File: src/rtl/fifo_sync_flags_pkg.sv
// Shared definitions for the fifo_sync_flags block: default geometry,
// depth helper and pointer/count types for the default configuration.
package fifo_pkg;

  // Default geometry, shared by the FIFO top, its interface and the bench.
  localparam int FIFO_ADDR_WIDTH = 5;
  localparam int FIFO_DATA_WIDTH = 8;

  // Number of words addressed by addr_width address bits.
  function automatic int fifo_depth(input int addr_width);
    return 1 << addr_width;
  endfunction

  // Pointer with wrap bit: the extra MSB distinguishes full from empty
  // when the address bits of both pointers are equal.
  typedef logic [FIFO_ADDR_WIDTH:0] fifo_ptr_t;

  // Fill level, 0..DEPTH inclusive, hence one bit wider than an address.
  typedef logic [FIFO_ADDR_WIDTH:0] fifo_cnt_t;

endpackage

File: src/rtl/fifo_sync_flags_if.sv
// Producer/consumer-facing signal bundle of fifo_sync_flags.
//
// Handshake: Wr_enable and Read_enable are requests sampled at posedge clk.
// A write is accepted when the FIFO is not full, or when it is full and a
// read is accepted in the same cycle; a read is accepted when the FIFO is
// not empty. A rejected request does not stall or retry: it is dropped and
// the sticky overflow/underflow flag records it. The full/empty flags seen
// before the edge tell the requester whether a request will be accepted.
interface fifo_sync_flags_if #(
  parameter int ADDR_WIDTH = fifo_pkg::FIFO_ADDR_WIDTH,
  parameter int DATA_WIDTH = fifo_pkg::FIFO_DATA_WIDTH
);

  // Requests and write data (from the producer/consumer side)
  logic                  Wr_enable;
  logic                  Read_enable;
  logic [DATA_WIDTH-1:0] data_in;

  // Read data, status and error flags (from the FIFO)
  logic [DATA_WIDTH-1:0] data_out;
  logic                  full;
  logic                  empty;
  logic                  almost_full;
  logic                  almost_empty;
  logic [ADDR_WIDTH:0]   count;
  logic                  overflow;
  logic                  underflow;

  // Exported address pointers, for observation only
  logic [ADDR_WIDTH-1:0] write_ptr;
  logic [ADDR_WIDTH-1:0] read_ptr;

  // Side that issues requests and consumes status
  modport master (
    output Wr_enable, Read_enable, data_in,
    input  data_out, full, empty, almost_full, almost_empty, count,
    input  overflow, underflow, write_ptr, read_ptr
  );

  // The FIFO itself
  modport slave (
    input  Wr_enable, Read_enable, data_in,
    output data_out, full, empty, almost_full, almost_empty, count,
    output overflow, underflow, write_ptr, read_ptr
  );

endinterface

File: src/rtl/fifo_sync_flags_mem.sv
// fifo_mem: simple dual-port storage for fifo_sync_flags, one write port and
// one read port on the same clock.
// Build option FIFO_FWFT_EN: when defined the read port is combinational
// (first-word-fall-through); otherwise it is a registered port that loads
// only on an accepted read and clears to zero on reset.
module fifo_mem
  import fifo_pkg::*;
#(
  parameter int ADDR_WIDTH = FIFO_ADDR_WIDTH,
  parameter int DATA_WIDTH = FIFO_DATA_WIDTH
) (
  input  logic                  clk,
  input  logic                  reset,
  input  logic                  we,
  input  logic [ADDR_WIDTH-1:0] waddr,
  input  logic [DATA_WIDTH-1:0] wdata,
  input  logic                  re,
  input  logic [ADDR_WIDTH-1:0] raddr,
  output logic [DATA_WIDTH-1:0] rdata
);

  localparam int DEPTH = fifo_depth(ADDR_WIDTH);

  // Storage is deliberately not reset; only the pointers define validity.
  logic [DATA_WIDTH-1:0] mem [DEPTH];

  // Write port: store the word when the top accepts a write.
  always_ff @(posedge clk) begin
    if (we) begin
      mem[waddr] <= wdata;
    end
  end

`ifdef FIFO_FWFT_EN
  // Head word is presented directly from registered read address; the
  // pop itself is handled entirely by the read pointer in the top.
  assign rdata = mem[raddr];

  logic unused_rd_ctrl;
  assign unused_rd_ctrl = ^{re, reset};
`else
  logic [DATA_WIDTH-1:0] rdata_q;

  // Registered read port: load on accepted read, hold otherwise. When the
  // FIFO is full and both ports hit the same address, the old word is read.
  always_ff @(posedge clk) begin
    if (!reset) begin
      rdata_q <= '0;
    end else if (re) begin
      rdata_q <= mem[raddr];
    end
  end

  assign rdata = rdata_q;
`endif

endmodule

File: src/rtl/fifo_sync_flags.sv
// fifo_sync_flags: parametrised single-clock FIFO with programmable
// almost-full/almost-empty thresholds, fill level and sticky error flags.
// Build option FIFO_FWFT_EN selects first-word-fall-through read data;
// flags, count and error behaviour are the same in both modes.
module fifo_sync_flags
  import fifo_pkg::*;
#(
  parameter int ADDR_WIDTH    = FIFO_ADDR_WIDTH,
  parameter int DATA_WIDTH    = FIFO_DATA_WIDTH,
  parameter int AFULL_THRESH  = fifo_depth(ADDR_WIDTH) - 2,
  parameter int AEMPTY_THRESH = 2
) (
  input logic              clk,
  input logic              reset,
  fifo_sync_flags_if.slave fif
);

  localparam int PW    = ADDR_WIDTH + 1;
  localparam int DEPTH = fifo_depth(ADDR_WIDTH);

  localparam logic [PW-1:0] DEPTH_C   = PW'(DEPTH);
  localparam logic [PW-1:0] AFULL_C   = PW'(AFULL_THRESH);
  localparam logic [PW-1:0] AEMPTY_C  = PW'(AEMPTY_THRESH);
  localparam logic [PW-1:0] PTR_ONE   = PW'(1);

  // Pointers carry a wrap bit above the address bits.
  logic [PW-1:0] wr_ptr_q;
  logic [PW-1:0] rd_ptr_q;
  logic          overflow_q;
  logic          underflow_q;

  // Status derived only from registered pointers.
  logic [PW-1:0] count_w;
  logic          empty_w;
  logic          full_w;

  // Acceptance decisions from pre-edge state.
  logic          rd_ok;
  logic          wr_ok;
  logic          wr_reject;
  logic          rd_reject;
  logic          mem_we;

  // Pointer difference modulo 2*DEPTH is exactly the fill level 0..DEPTH.
  assign count_w = wr_ptr_q - rd_ptr_q;
  assign empty_w = (wr_ptr_q == rd_ptr_q);
  assign full_w  = (count_w == DEPTH_C);

  // A read is needed before a write can be taken at full, so the write
  // decision depends on the read decision and not the other way round.
  assign rd_ok     = fif.Read_enable && !empty_w;
  assign wr_ok     = fif.Wr_enable && (!full_w || rd_ok);
  assign wr_reject = fif.Wr_enable && !wr_ok;
  assign rd_reject = fif.Read_enable && !rd_ok;

  // Reset wins over a same-cycle write, so the storage is not touched then.
  assign mem_we = wr_ok && reset;

  // Pointer and sticky error state; errors clear only through reset.
  always_ff @(posedge clk) begin
    if (!reset) begin
      wr_ptr_q    <= '0;
      rd_ptr_q    <= '0;
      overflow_q  <= 1'b0;
      underflow_q <= 1'b0;
    end else begin
      if (wr_ok) begin
        wr_ptr_q <= wr_ptr_q + PTR_ONE;
      end
      if (rd_ok) begin
        rd_ptr_q <= rd_ptr_q + PTR_ONE;
      end
      if (wr_reject) begin
        overflow_q <= 1'b1;
      end
      if (rd_reject) begin
        underflow_q <= 1'b1;
      end
    end
  end

  // Storage and read data path; read mode depends on FIFO_FWFT_EN.
  fifo_mem #(
    .ADDR_WIDTH (ADDR_WIDTH),
    .DATA_WIDTH (DATA_WIDTH)
  ) u_mem (
    .clk   (clk),
    .reset (reset),
    .we    (mem_we),
    .waddr (wr_ptr_q[ADDR_WIDTH-1:0]),
    .wdata (fif.data_in),
    .re    (rd_ok),
    .raddr (rd_ptr_q[ADDR_WIDTH-1:0]),
    .rdata (fif.data_out)
  );

  // Status outputs, all functions of registered state only.
  assign fif.count        = count_w;
  assign fif.empty        = empty_w;
  assign fif.full         = full_w;
  assign fif.almost_full  = (count_w >= AFULL_C);
  assign fif.almost_empty = (count_w <= AEMPTY_C);
  assign fif.overflow     = overflow_q;
  assign fif.underflow    = underflow_q;
  assign fif.write_ptr    = wr_ptr_q[ADDR_WIDTH-1:0];
  assign fif.read_ptr     = rd_ptr_q[ADDR_WIDTH-1:0];

endmodule

File: src/flat_wrapper.sv
// flat-port wrapper written by rule: the top's interface ports become plain ports
module fifo_sync_flags_flat import fifo_pkg::*;
#(
  parameter int ADDR_WIDTH    = FIFO_ADDR_WIDTH,
  parameter int DATA_WIDTH    = FIFO_DATA_WIDTH,
  parameter int AFULL_THRESH  = fifo_depth(ADDR_WIDTH) - 2,
  parameter int AEMPTY_THRESH = 2
)
  (clk, reset, fif_Wr_enable, fif_Read_enable, fif_data_in, fif_data_out, fif_full, fif_empty, fif_almost_full, fif_almost_empty, fif_count, fif_overflow, fif_underflow, fif_write_ptr, fif_read_ptr);
  fifo_sync_flags_if #(.ADDR_WIDTH(ADDR_WIDTH), .DATA_WIDTH(DATA_WIDTH)) fif_i ();
  input logic clk;
  input logic reset;
  input wire logic [$bits(fif_i.Wr_enable)-1:0] fif_Wr_enable;
  input wire logic [$bits(fif_i.Read_enable)-1:0] fif_Read_enable;
  input wire logic [$bits(fif_i.data_in)-1:0] fif_data_in;
  output wire logic [$bits(fif_i.data_out)-1:0] fif_data_out;
  output wire logic [$bits(fif_i.full)-1:0] fif_full;
  output wire logic [$bits(fif_i.empty)-1:0] fif_empty;
  output wire logic [$bits(fif_i.almost_full)-1:0] fif_almost_full;
  output wire logic [$bits(fif_i.almost_empty)-1:0] fif_almost_empty;
  output wire logic [$bits(fif_i.count)-1:0] fif_count;
  output wire logic [$bits(fif_i.overflow)-1:0] fif_overflow;
  output wire logic [$bits(fif_i.underflow)-1:0] fif_underflow;
  output wire logic [$bits(fif_i.write_ptr)-1:0] fif_write_ptr;
  output wire logic [$bits(fif_i.read_ptr)-1:0] fif_read_ptr;
  assign fif_i.Wr_enable = fif_Wr_enable;
  assign fif_i.Read_enable = fif_Read_enable;
  assign fif_i.data_in = fif_data_in;
  assign fif_data_out = fif_i.data_out;
  assign fif_full = fif_i.full;
  assign fif_empty = fif_i.empty;
  assign fif_almost_full = fif_i.almost_full;
  assign fif_almost_empty = fif_i.almost_empty;
  assign fif_count = fif_i.count;
  assign fif_overflow = fif_i.overflow;
  assign fif_underflow = fif_i.underflow;
  assign fif_write_ptr = fif_i.write_ptr;
  assign fif_read_ptr = fif_i.read_ptr;
  fifo_sync_flags #(.ADDR_WIDTH(ADDR_WIDTH), .DATA_WIDTH(DATA_WIDTH), .AFULL_THRESH(AFULL_THRESH), .AEMPTY_THRESH(AEMPTY_THRESH)) u_core (.clk(clk), .reset(reset), .fif(fif_i));
endmodule
File: config.mk
export PLATFORM = sky130hd
export DESIGN_NAME = fifo_sync_flags_flat
export DESIGN_NICKNAME = d
export VERILOG_FILES = /design/src/rtl/fifo_sync_flags_pkg.sv /design/src/rtl/fifo_sync_flags_if.sv /design/src/rtl/fifo_sync_flags_mem.sv /design/src/rtl/fifo_sync_flags.sv /design/src/flat_wrapper.sv
export SDC_FILE = /design/constraint.sdc
export NUM_CORES = 1
export LEC_CHECK = 0
export CAP_MARGIN = 20
export CORE_MARGIN = 4
export CORE_UTILIZATION = 40
export CTS_CLUSTER_DIAMETER = 150
export DETAILED_ROUTE_END_ITERATION = 16
export GPL_ROUTABILITY_DRIVEN = 0
export HOLD_SLACK_MARGIN = 0.06
export MAX_ROUTING_LAYER = met4
export SLEW_MARGIN = 0
export SYNTH_ARGS = -nofsm -noshare
export SYNTH_HDL_FRONTEND = slang
export SYNTH_SLANG_ARGS = --single-unit
File: constraint.sdc
create_clock -name clk -period 4.6 [get_ports clk]
set_input_delay 0.92 -clock clk [delete_from_list [all_inputs] [get_ports clk]]
set_output_delay 0.92 -clock clk [all_outputs]
set_load 0.05 [all_outputs]
; Word level (Yosys, flattened, before mapping)
; Memory sizes are Yosys's and may differ from the RTL's. A register that Yosys moved wholly into a read port is not among the register bits.
; Index checks and enable logic that the tools add are counted.
[word_totals]
ff_bits = 14
elab_cells = 25
mem_count = 1
mem_bits_rw = 256
input_bits = 12
out_inout_bits = 30
[mem_list]
columns = name, words, width, rd, rd_clocked_by_memory_dff, write_ports, line
row1 = u_core.u_mem.mem, 32, 8, 1, 1, 1, fifo_sync_flags_mem.sv:25  ; logic [DATA_WIDTH-1:0] mem [DEPTH];
[op_classes]
n_mux = 2
n_addsub = 3
n_eq_ne = 2
magnitude_cmp = 2
n_reduce_logical = 11
[ops]
columns = op, n
row1 = $add 6x1->6 const B, 2
row2 = $eq 6x6->1, 1
row3 = $eq 6x6->1 const B, 1
row4 = $ge 6x5->1 const B, 1
row5 = $le 6x2->1 const B, 1
row6 = $sub 6x6->6, 1
row7 = $logic_and 1x1->1, 5
row8 = $logic_not 1->1, 5
row9 = $mux 1, 2
row10 = $logic_or 1x1->1, 1

; Longest topological paths before layout
; Gate-level depths: netlist (run 1).
[logic_depth]
ltp_word = 8
depth_mapped = 14
ltp_nobuf = 10

; Modules after synthesis
; From an unflattened synthesis (run 1), not the netlist that was laid out.
[hier_totals]
hier_cells = 720
hier_area_um2 = 11365.9
[modules_own_cells]
columns = module, seq_area_each_um2, cells_each, n_inst, area_each_um2
row1 = fifo_mem, 7847.5, 599, 1, 10361.2
row2 = fifo_sync_flags, 280.3, 121, 1, 1004.7

; Worst setup path after synthesis (run 1)
; Ideal clock, no wire load.
[synth_timing]
path_type = flip-flop to output port
startpoint = register u_core.rd_ptr_q[1]
endpoint = output port fif_almost_empty
path_buffers = 3
arrival_time_ns = 3.877
setup_slack_ns = -0.197
required_ns = 3.680
path_stages_with_launch = 12
cell_sequence = dfxtp_1 > buf_2 > buf_2 > buf_2 > inv_1 > ha_1 > nand2b_1 > a21oi_1 > a31o_2 > nor2_2 > inv_1 > nor4_1
[synth_between]
elab_chain_len = 2
[synth_rtl]
columns = item, line
row1 = start: declaration, fifo_sync_flags.sv:28  ; logic [PW-1:0] rd_ptr_q;
row2 = start signal: assignment, fifo_sync_flags.sv:71  ; rd_ptr_q <= rd_ptr_q + PTR_ONE;
row3 = $sub 6x6->6, fifo_sync_flags.sv:45  ; assign count_w = wr_ptr_q - rd_ptr_q;
row4 = via fif_count[5], flat_wrapper.sv:21  ; output wire logic [$bits(fif_i.count)-1:0] fif_count;
row5 = $le 6x2->1, fifo_sync_flags.sv:102  ; assign fif.almost_empty = (count_w <= AEMPTY_C);
row6 = end: declaration, flat_wrapper.sv:20  ; output wire logic [$bits(fif_i.almost_empty)-1:0] fif_almost_empty;
; The timed path passes the listed nets, and every way through them passes these cells.

; Worst setup path in the final report (run 1)
[layout_timing]
startpoint = register u_core.wr_ptr_q[0]
endpoint = output port fif_count[4]
[layout_between]
elab_chain_len = 1
[layout_rtl]
columns = item, line
row1 = start: declaration, fifo_sync_flags.sv:27  ; logic [PW-1:0] wr_ptr_q;
row2 = start signal: assignment, fifo_sync_flags.sv:68  ; wr_ptr_q <= wr_ptr_q + PTR_ONE;
row3 = $sub 6x6->6, fifo_sync_flags.sv:45
row4 = end: declaration, flat_wrapper.sv:21
; No other way between the ends.

==> key figures, run 1 <==
Floorplan
  – Die footprint: 0.0309 mm²
  – Num rows: 61
  – Die height: 176 µm
  – Die width: 176 µm
  – Starting Density: 40.6%
  – # IOs: 42
  – Core box area: 0.0278 mm²

Logic synthesis
  – FF+latch count, synth: 278
  – Synth warn: 0
  – Syn Inst Count: 595
  – Post-synthesis mux area share: 14.5%
  – Syn Nets: 618
  – Number of flops mapped to enable cells by yosys: 256
  – Register area share after synthesis: 72.1%
  – Prevailing post-synth register cell: edfxtp_1
  – Netlist cell types: 50
  – Largest family of logic cells by synthesized area: multiplexers
  – Post-Syn Area per Cell: 18.9 µm²
  – Simple-Gate Fraction of Synth Area: 5.61%
  – Xor/xnor cell area share of the yosys netlist: 0.844%
  – Synth Area in Compound Gates: 3.11%
  – Post-Syn Area: 0.0113 mm²
  – FFs w/ async S/R, synth: 0%
  – Adder-Cell Fraction of Synth Area: 1.29%

Flow run
  – Total of max-cap violations: 0

Place
  – Final HPWL DP: 15200 µm
  – Placed insts: 987
  – # port buffers: 41

GRT
  – Vias in the first global route: 5746
  – Remaining Overflow, GRT: 0
  – First-pass GRT wire length: 36600 µm
  – All-Layer GR Usage: 16.1%
  – Largest net degree at the start of global routing: 54
  – Initial antenna violation count: 0

Worst setup path
  – CP Capture Type: primary output
  – Crit path buf inv count: 2
  – Required time of the critical path: 3.68 ns
  – CP arrival: 3.29 ns
  – Top delay family on crit path: buffers and inverters
  – CP Launch Type: flip-flop
  – Reg2reg start: u_core.wr_ptr_q[0]
  – Critical path's slowest cell: clkdlybuf4s50_1
  – Worst setup path start: u_core.wr_ptr_q[0]
  – CP max FO: 6
  – Critical-path cell list: inv_1 -> ha_1 -> fa_1 -> nand2b_1 -> a21oi_2 -> xor2_1 -> clkdlybuf4s50_1
  – Max incr delay on CP: 0.87 ns
  – Worst Setup Path Type: flip-flop to primary output

Final layout
  – Layout fillers: 2337
  – Synth-to-Final Area Change: 15.4%
  – Nets: 662
  – # diodes: 0
  – Register area: 0.00813 mm²
  – Layout Cells excl Fill: 1038
  – Layout cells sized above 1: 22.6%
  – Area of the multi-input gates: 0.00286 mm²

Clock network
  – Clk_lat worst skew: 0.54 ns
  – Root buffer cell: clkbuf_16
  – CTS tree: yes
  – Total CTS buffers: 27
  – # H-tree levels: 1
  – CTS max path bufs: 3
  – Worst-path clk slew: 0.06 ns
  – Setup Buffers After CTS: 0
  – CTS resizes: 0
  – Hold buffer count at cts: 0
  – Clock net sink count: 278

Power
  – Switching share of power: 28.7%
  – Clock power share: 33.0%
  – Part of the power in registers: 41.8%
  – Combinational fraction of design power: 25.2%
  – VDD IR max: 0.000261 V
  – PwrDens: 533 mW/mm²
  – Internal power: 4.94 mW
  – Switching Power: 1.99 mW
  – P_leak: 4.00 nW

STA
  – Max-slew violation count: 0
  – Period minus WS final: 4.21 ns
  – Setup tns final: 0 ns
  – Unrepaired setup endpoints after global routing: false
  – Worst slew pin tran: 0.938 ns
  – Worst rel slew slack: 37.2%
  – Clock skew: 0.0100 ns
  – Fin crit share: 91.5%
  – Fin. Hold Viols: 0
  – Final setup viols: 0
  – Fmax: 0.238 GHz

Run status
  – Status: completed

Detailed routing
  – DR pass1 iterations: 5
  – DR vias/cell: 5.38
  – Routed WL per cell: 23.3 µm
  – Vias: 5588
  – Drt total wl: 24200 µm
  – Initial DRC count: 552
  – Post-DRT Antenna Nets: 0
  – Residual DRC count: 0

Min path
  – Worst Min Path Start: u_core.u_mem.rdata[6]
  – Hold WC Path Type: flip-flop to flip-flop
## final timing paths
kind                                          endpoint  slack [ns]  cells after the start
worst min register to register   u_core.u_mem.rdata[6]        0.48                      2
worst max register to register  u_core.u_mem.mem[1][0]        0.77                     10
worst min-delay path             u_core.u_mem.rdata[6]        0.48                      2
worst max-delay path                      fif_count[4]        0.39                      7
## cells in the mapped netlist, drive strengths merged, types with 2 or more instances
| cell | n | area [µm²] |
|---|---|---|
| a2111oi | 8 | 70.1 |
| a211oi | 8 | 60.1 |
| a21boi | 3 | 22.5 |
| a21oi | 4 | 23.8 |
| and2 | 24 | 150 |
| buf | 29 | 200 |
| clkbuf | 12 | 45.0 |
| dfxtp | 22 | 440 |
| edfxtp | 256 | 7690 |
| ha | 10 | 125 |
| inv | 11 | 41.3 |
| mux4 | 72 | 1620 |
| nand2 | 22 | 82.6 |
| nand2b | 4 | 25.0 |
| nand3 | 8 | 40.0 |
| nand3b | 3 | 22.5 |
| nor2 | 49 | 189 |
| nor2b | 2 | 12.5 |
| nor4 | 2 | 18.8 |
| o21ai | 6 | 33.8 |
| o41ai | 9 | 78.8 |
| or2 | 4 | 25.0 |
| or3 | 5 | 36.3 |
| xnor2 | 6 | 52.6 |
| xor2 | 4 | 42.6 |
## worst register-to-register path, cell delays in order, from the launching register on
cell and delay, ns:
dfxtp_1 0.45, inv_1 0.14, ha_1 0.23, fa_1 0.40, nand2b_1 0.17, a21oi_2 0.14, xor2_1 0.34, or3_4 0.22
o31ai_4 0.13, or2_2 0.46, nor2_1 0.77
## sequential cells by signal (all words and copies together) (netlist names)
signal / cells
u_core.fif.overflow: 1
u_core.fif.underflow: 1
u_core.rd_ptr_q: 6
u_core.u_mem.mem: 256
u_core.u_mem.rdata: 8
u_core.wr_ptr_q: 6
## cell families (layout without fill, tap and decap cells)
kind of cell | after synthesis | in the layout
adders and majority gates | 11 | 11
DFF | 278 | 278
xor gates and xnor gates | 10 | 10
muxes | 73 | 73
and+or+nand+nor | 127 | 127
AOI/OAI and AO/OA | 44 | 44
buffers and inverters | 52 | 117
## metal layers
layer / share of wire, % / track usage (%) / wire [µm] / vias to the layer above
li1: - / - / - / 2471
met2: 48 / 25.3 / 11500 / 172
met1: 45 / 22.5 / 10800 / 2911
met5: 0 / - / 0 / -
met3: 5.3 / 2.37 / 1280 / 34
met4: 2.2 / 4.19 / 537 / 0
## final cells by class
type                            count  area share [%]
Sequential cell                   278            62.6
Multi-Input combinational cell    265            22.0
Clock buffer                       33            5.37
Timing Repair Buffer               56            4.39
Tap cell                          378            3.64
Clock inverter                     17            1.72
Inverter                           11           0.318
## placed cells by master (no fill, tap or decap), types with 4 or more instances in the layout
cell	netlist	routed
dfxtp_1	22	20
nand3_1	8	8
a2111oi_0	8	8
clkbuf_16	0	27
a211oi_1	8	8
xnor2_1	6	6
buf_4	14	15
clkinv_1	0	5
clkinv_2	0	4
o41ai_1	9	9
edfxtp_1	256	256
inv_1	9	9
bufinv_16	0	5
ha_1	10	10
nand2_1	22	22
nor2_1	47	47
and2_1	20	20
clkbuf_1	12	6
clkdlybuf4s50_1	0	37
o21ai_0	5	5
and2_0	4	4
or3_1	4	4
mux4_2	72	72
nand2b_1	4	4
## power groups by stage
stage,Combinational [mW],Sequential (mW),Clock (mW)
after floorplan,1.17,2.99,0
after global placement,1.72,2.95,0
after detailed placement,1.74,2.96,0
after CTS,1.74,2.90,2.32
after global routing,1.85,2.91,2.43
final,1.75,2.90,2.28
## through the flow
stage / utilization (%) / hold slack (ns) / power, mW / setup slack (ns) / area (µm²)
final: 46.8 / 0.479 / 6.93 / 0.390 / 13000
after global routing: 46.8 / 0.512 / 7.19 / 0.158 / 13000
after CTS: 46.7 / 0.486 / 6.96 / 0.358 / 13000
after detailed placement: 43.4 / 0.468 / 4.69 / 0.738 / 12100
after global placement: 43.4 / 0.459 / 4.67 / 0.874 / 12100
after floorplan: - / 0.479 / 4.16 / 0.376 / 11300
(Power assumes the default switching activity.)
==> run 2: changes to the inputs <==
GPL_ROUTABILITY_DRIVEN = not set   (was 0)
==> results of run 2 <==
Final layout, timing and power as in run 1 (identical DEF).
==> run 3: changes to the inputs <==
clock period = 4.05 ns   (was 4.6 ns; I/O delays follow)
==> run 3 against run 2 <==
Net effect:
- clock power grew 8%
- highest routed layer unchanged
- clock skew grew 0.0086 ns
- via count grew 1.1%
==> key figures, run 3 (same netlist as run 1, synthesis figures left out) <==
Run status
  – Status: completed

Final layout
  – Layout Cells excl Fill: 1045 (+0.67%)
  – Most flop-heavy register: u_core.u_mem.mem
  – Layout cells sized above 1: 24.4% (+1.9 points)
  – Nets: 670 (+1.2%)
  – # diodes: 0 (unchanged)
  – Layout fillers: 2334 (-0.13%)
  – Max FFs per register: 256 (unchanged)
  – Synth-to-Final Area Change: 15.9%
  – Commonest non-fill, non-tap cell in the layout: edfxtp_1
  – Area of the multi-input gates: 0.00287 mm² (+0.26%)
  – Register area: 0.00813 mm² (unchanged)
  – Most frequent cells in the layout: edfxtp_1, mux4_2, nor2_1, clkdlybuf4s50_1, clkbuf_16

GRT
  – Vias in the first global route: 5920 (+3.0%)
  – Largest net degree at the start of global routing: 69 (+28%)
  – All-Layer GR Usage: 16.5% (+0.32 points)
  – Remaining Overflow, GRT: 0 (unchanged)
  – Initial antenna violation count: 0 (unchanged)
  – First-pass GRT wire length: 37300 µm (+1.9%)

Clock network
  – CTS resizes: 0 (unchanged)
  – Clk_lat worst skew: 0.54 ns (about the same)
  – Total CTS buffers: 28 (+3.7%)
  – Worst-path clk slew: 0.06 ns (about the same)
  – Root buffer cell: clkbuf_16
  – Setup Buffers After CTS: 0 (unchanged)
  – Clock net sink count: 278 (unchanged)
  – CTS tree: yes
  – # H-tree levels: 1 (unchanged)
  – CTS max path bufs: 3 (unchanged)
  – Hold buffer count at cts: 0 (unchanged)

Worst setup path
  – Required time of the critical path: 3.24 ns (-0.44 ns)
  – CP max FO: 6 (unchanged)
  – Worst Reg-to-Reg Cells: 11 (+1)
  – CP Capture Type: primary output
  – Critical path's slowest cell: dfxtp_1
  – Worst r2r dst: u_core.u_mem.mem[15][2]
  – Reg2reg start: u_core.wr_ptr_q[0]
  – R2r setup slk: 0.58 ns (-0.19 ns)
  – Worst Setup Path Type: flip-flop to primary output
  – Max incr delay on CP: 0.44 ns (-0.43 ns)
  – Critical-path cell list: inv_1 -> ha_1 -> fa_1 -> nand2b_1 -> a21oi_2 -> xor2_1 -> or3_4 -> nor2_1 -> buf_12
  – CP Launch Type: flip-flop
  – CP arrival: 2.97 ns (-0.32 ns)

Power
  – VDD IR max: 0.000337 V (+29%)
  – PwrDens: 600 mW/mm² (+13%)
  – Total Power: 7.84 mW (+13%)
  – P_leak: 4.05 nW (+1.2%)

STA
  – Worst slew pin tran: 0.847 ns (-0.0908 ns)
  – WHS: 0.470 ns (-0.00896 ns)
  – Fmax: 0.264 GHz
  – Unrepaired setup endpoints after global routing: false
  – Period minus WS final: 3.78 ns
  – Worst rel slew slack: 43.3% (+6.1 points)
  – Fin crit share: 93.4%
  – Setup tns final: 0 ns (unchanged)
  – Max-slew violation count: 0 (unchanged)
  – Final setup viols: 0 (unchanged)
  – Clock skew: 0.0186 ns (+0.00861 ns)
  – Setup ws final: 0.265 ns (-0.124 ns)
  – Fin. Hold Viols: 0 (unchanged)

Detailed routing
  – Residual DRC count: 0 (unchanged)
  – Vias: 5651 (+1.1%)
  – Drt total wl: 24800 µm (+2.7%)
  – Routed WL per cell: 23.7 µm (+2.0%)
  – Post-DRT Antenna Nets: 0 (unchanged)
  – Initial DRC count: 508 (-8.0%)
  – DR pass1 iterations: 5 (unchanged)
  – DR vias/cell: 5.41 (+0.45%)

Place
  – # port buffers: 41 (unchanged)
  – Final HPWL DP: 15700 µm (+3.0%)
  – Worst setup slack after placement: 0.549 ns (-0.189 ns)
  – RePlAce Congestion: 0.848
  – Placed insts: 995 (+0.81%)

Min path
  – Worst Min Path Start: u_core.u_mem.rdata[3]
  – Hold WC Path Type: flip-flop to flip-flop
  – Worst Hold Endpoint: u_core.u_mem.rdata[3]
  – WHS Path Cells: 2 (unchanged)

Floorplan
  – # IOs: 42 (unchanged)
  – Starting Density: 40.6% (unchanged)
  – Die width: 176 µm (unchanged)
  – Core box area: 0.0278 mm² (unchanged)
  – Die height: 176 µm (unchanged)
  – Die footprint: 0.0309 mm² (unchanged)
  – Num rows: 61 (unchanged)

Flow run
  – Total of max-cap violations: 0 (unchanged)
-- run 3: changes by cell type in the layout (fill, tap and decap cells not counted), moves of 2 or more --
| cell | previous run | this run |
|---|---|---|
| clkinvlp_4 | 2 | 0 |
| buf_4 | 15 | 22 |
| buf_12 | 3 | 8 |
| clkbuf_1 | 6 | 9 |
| bufinv_16 | 5 | 1 |
| clkinv_1 | 5 | 0 |
| clkdlybuf4s50_1 | 37 | 33 |
| clkbuf_8 | 0 | 5 |
-- run 3: worst max-delay path by stage --
| stage | start | to | cells after the start |
|---|---|---|---|
| 6_report | u_core.wr_ptr_q[0] | fif_full | 9 |
| 2_1_floorplan | u_core.rd_ptr_q[1] | fif_almost_empty | 11 |
| 3_3_place_gp | u_core.wr_ptr_q[0] | u_core.u_mem.mem[14][5] | 10 |
| 4_1_cts | u_core.wr_ptr_q[0] | fif_full | 9 |
| 3_5_place_dp | u_core.wr_ptr_q[0] | u_core.u_mem.mem[15][5] | 11 |
| 5_1_grt | u_core.wr_ptr_q[0] | fif_full | 9 |
-- run 3: per-layer routing --
layer | part of all wire [%] | wire length, µm | global-route usage, %
met2 | 49 | 12100 | 26.2
met4 | 2.6 | 639 | 5.10
met5 | 0 | 0 | -
met1 | 44 | 10800 | 22.5
met3 | 4.9 | 1220 | 2.13
-- run 3: critical path: cells and delay by family (launching register included) --
family | cells | cell delay (ns)
compound gates | 1 | 0.13
xor+xnor | 1 | 0.09
fa+ha+maj | 2 | 0.63
flops | 1 | 0.44
simple gates | 3 | 0.83
buf+inv | 2 | 0.32
-- run 3: layout make-up --
type | instances | share of cell area (%)
multi-input cells | 265 | 22.0
clock inverters | 8 | 0.632
inverters | 11 | 0.316
clock buffers | 42 | 6.15
well taps | 378 | 3.62
flip-flops and latches | 278 | 62.3
repair buffers | 63 | 5.02
-- run 3: report_power, final --
group          switching, mW  total (mW)  internal (mW)
combinational           1.19        2.13          0.935
sequential            0.0461        3.25           3.20
clock                   1.03        2.46           1.43
total                   2.27        7.84           5.57
-- run 3: metrics by stage --
step	instance area (µm²)	util, %
CTS	13100	47.0
global placement	12200	43.8
detailed placement	12200	43.8
floorplan	11300	-
finish	13100	47.0
global route	13100	47.0
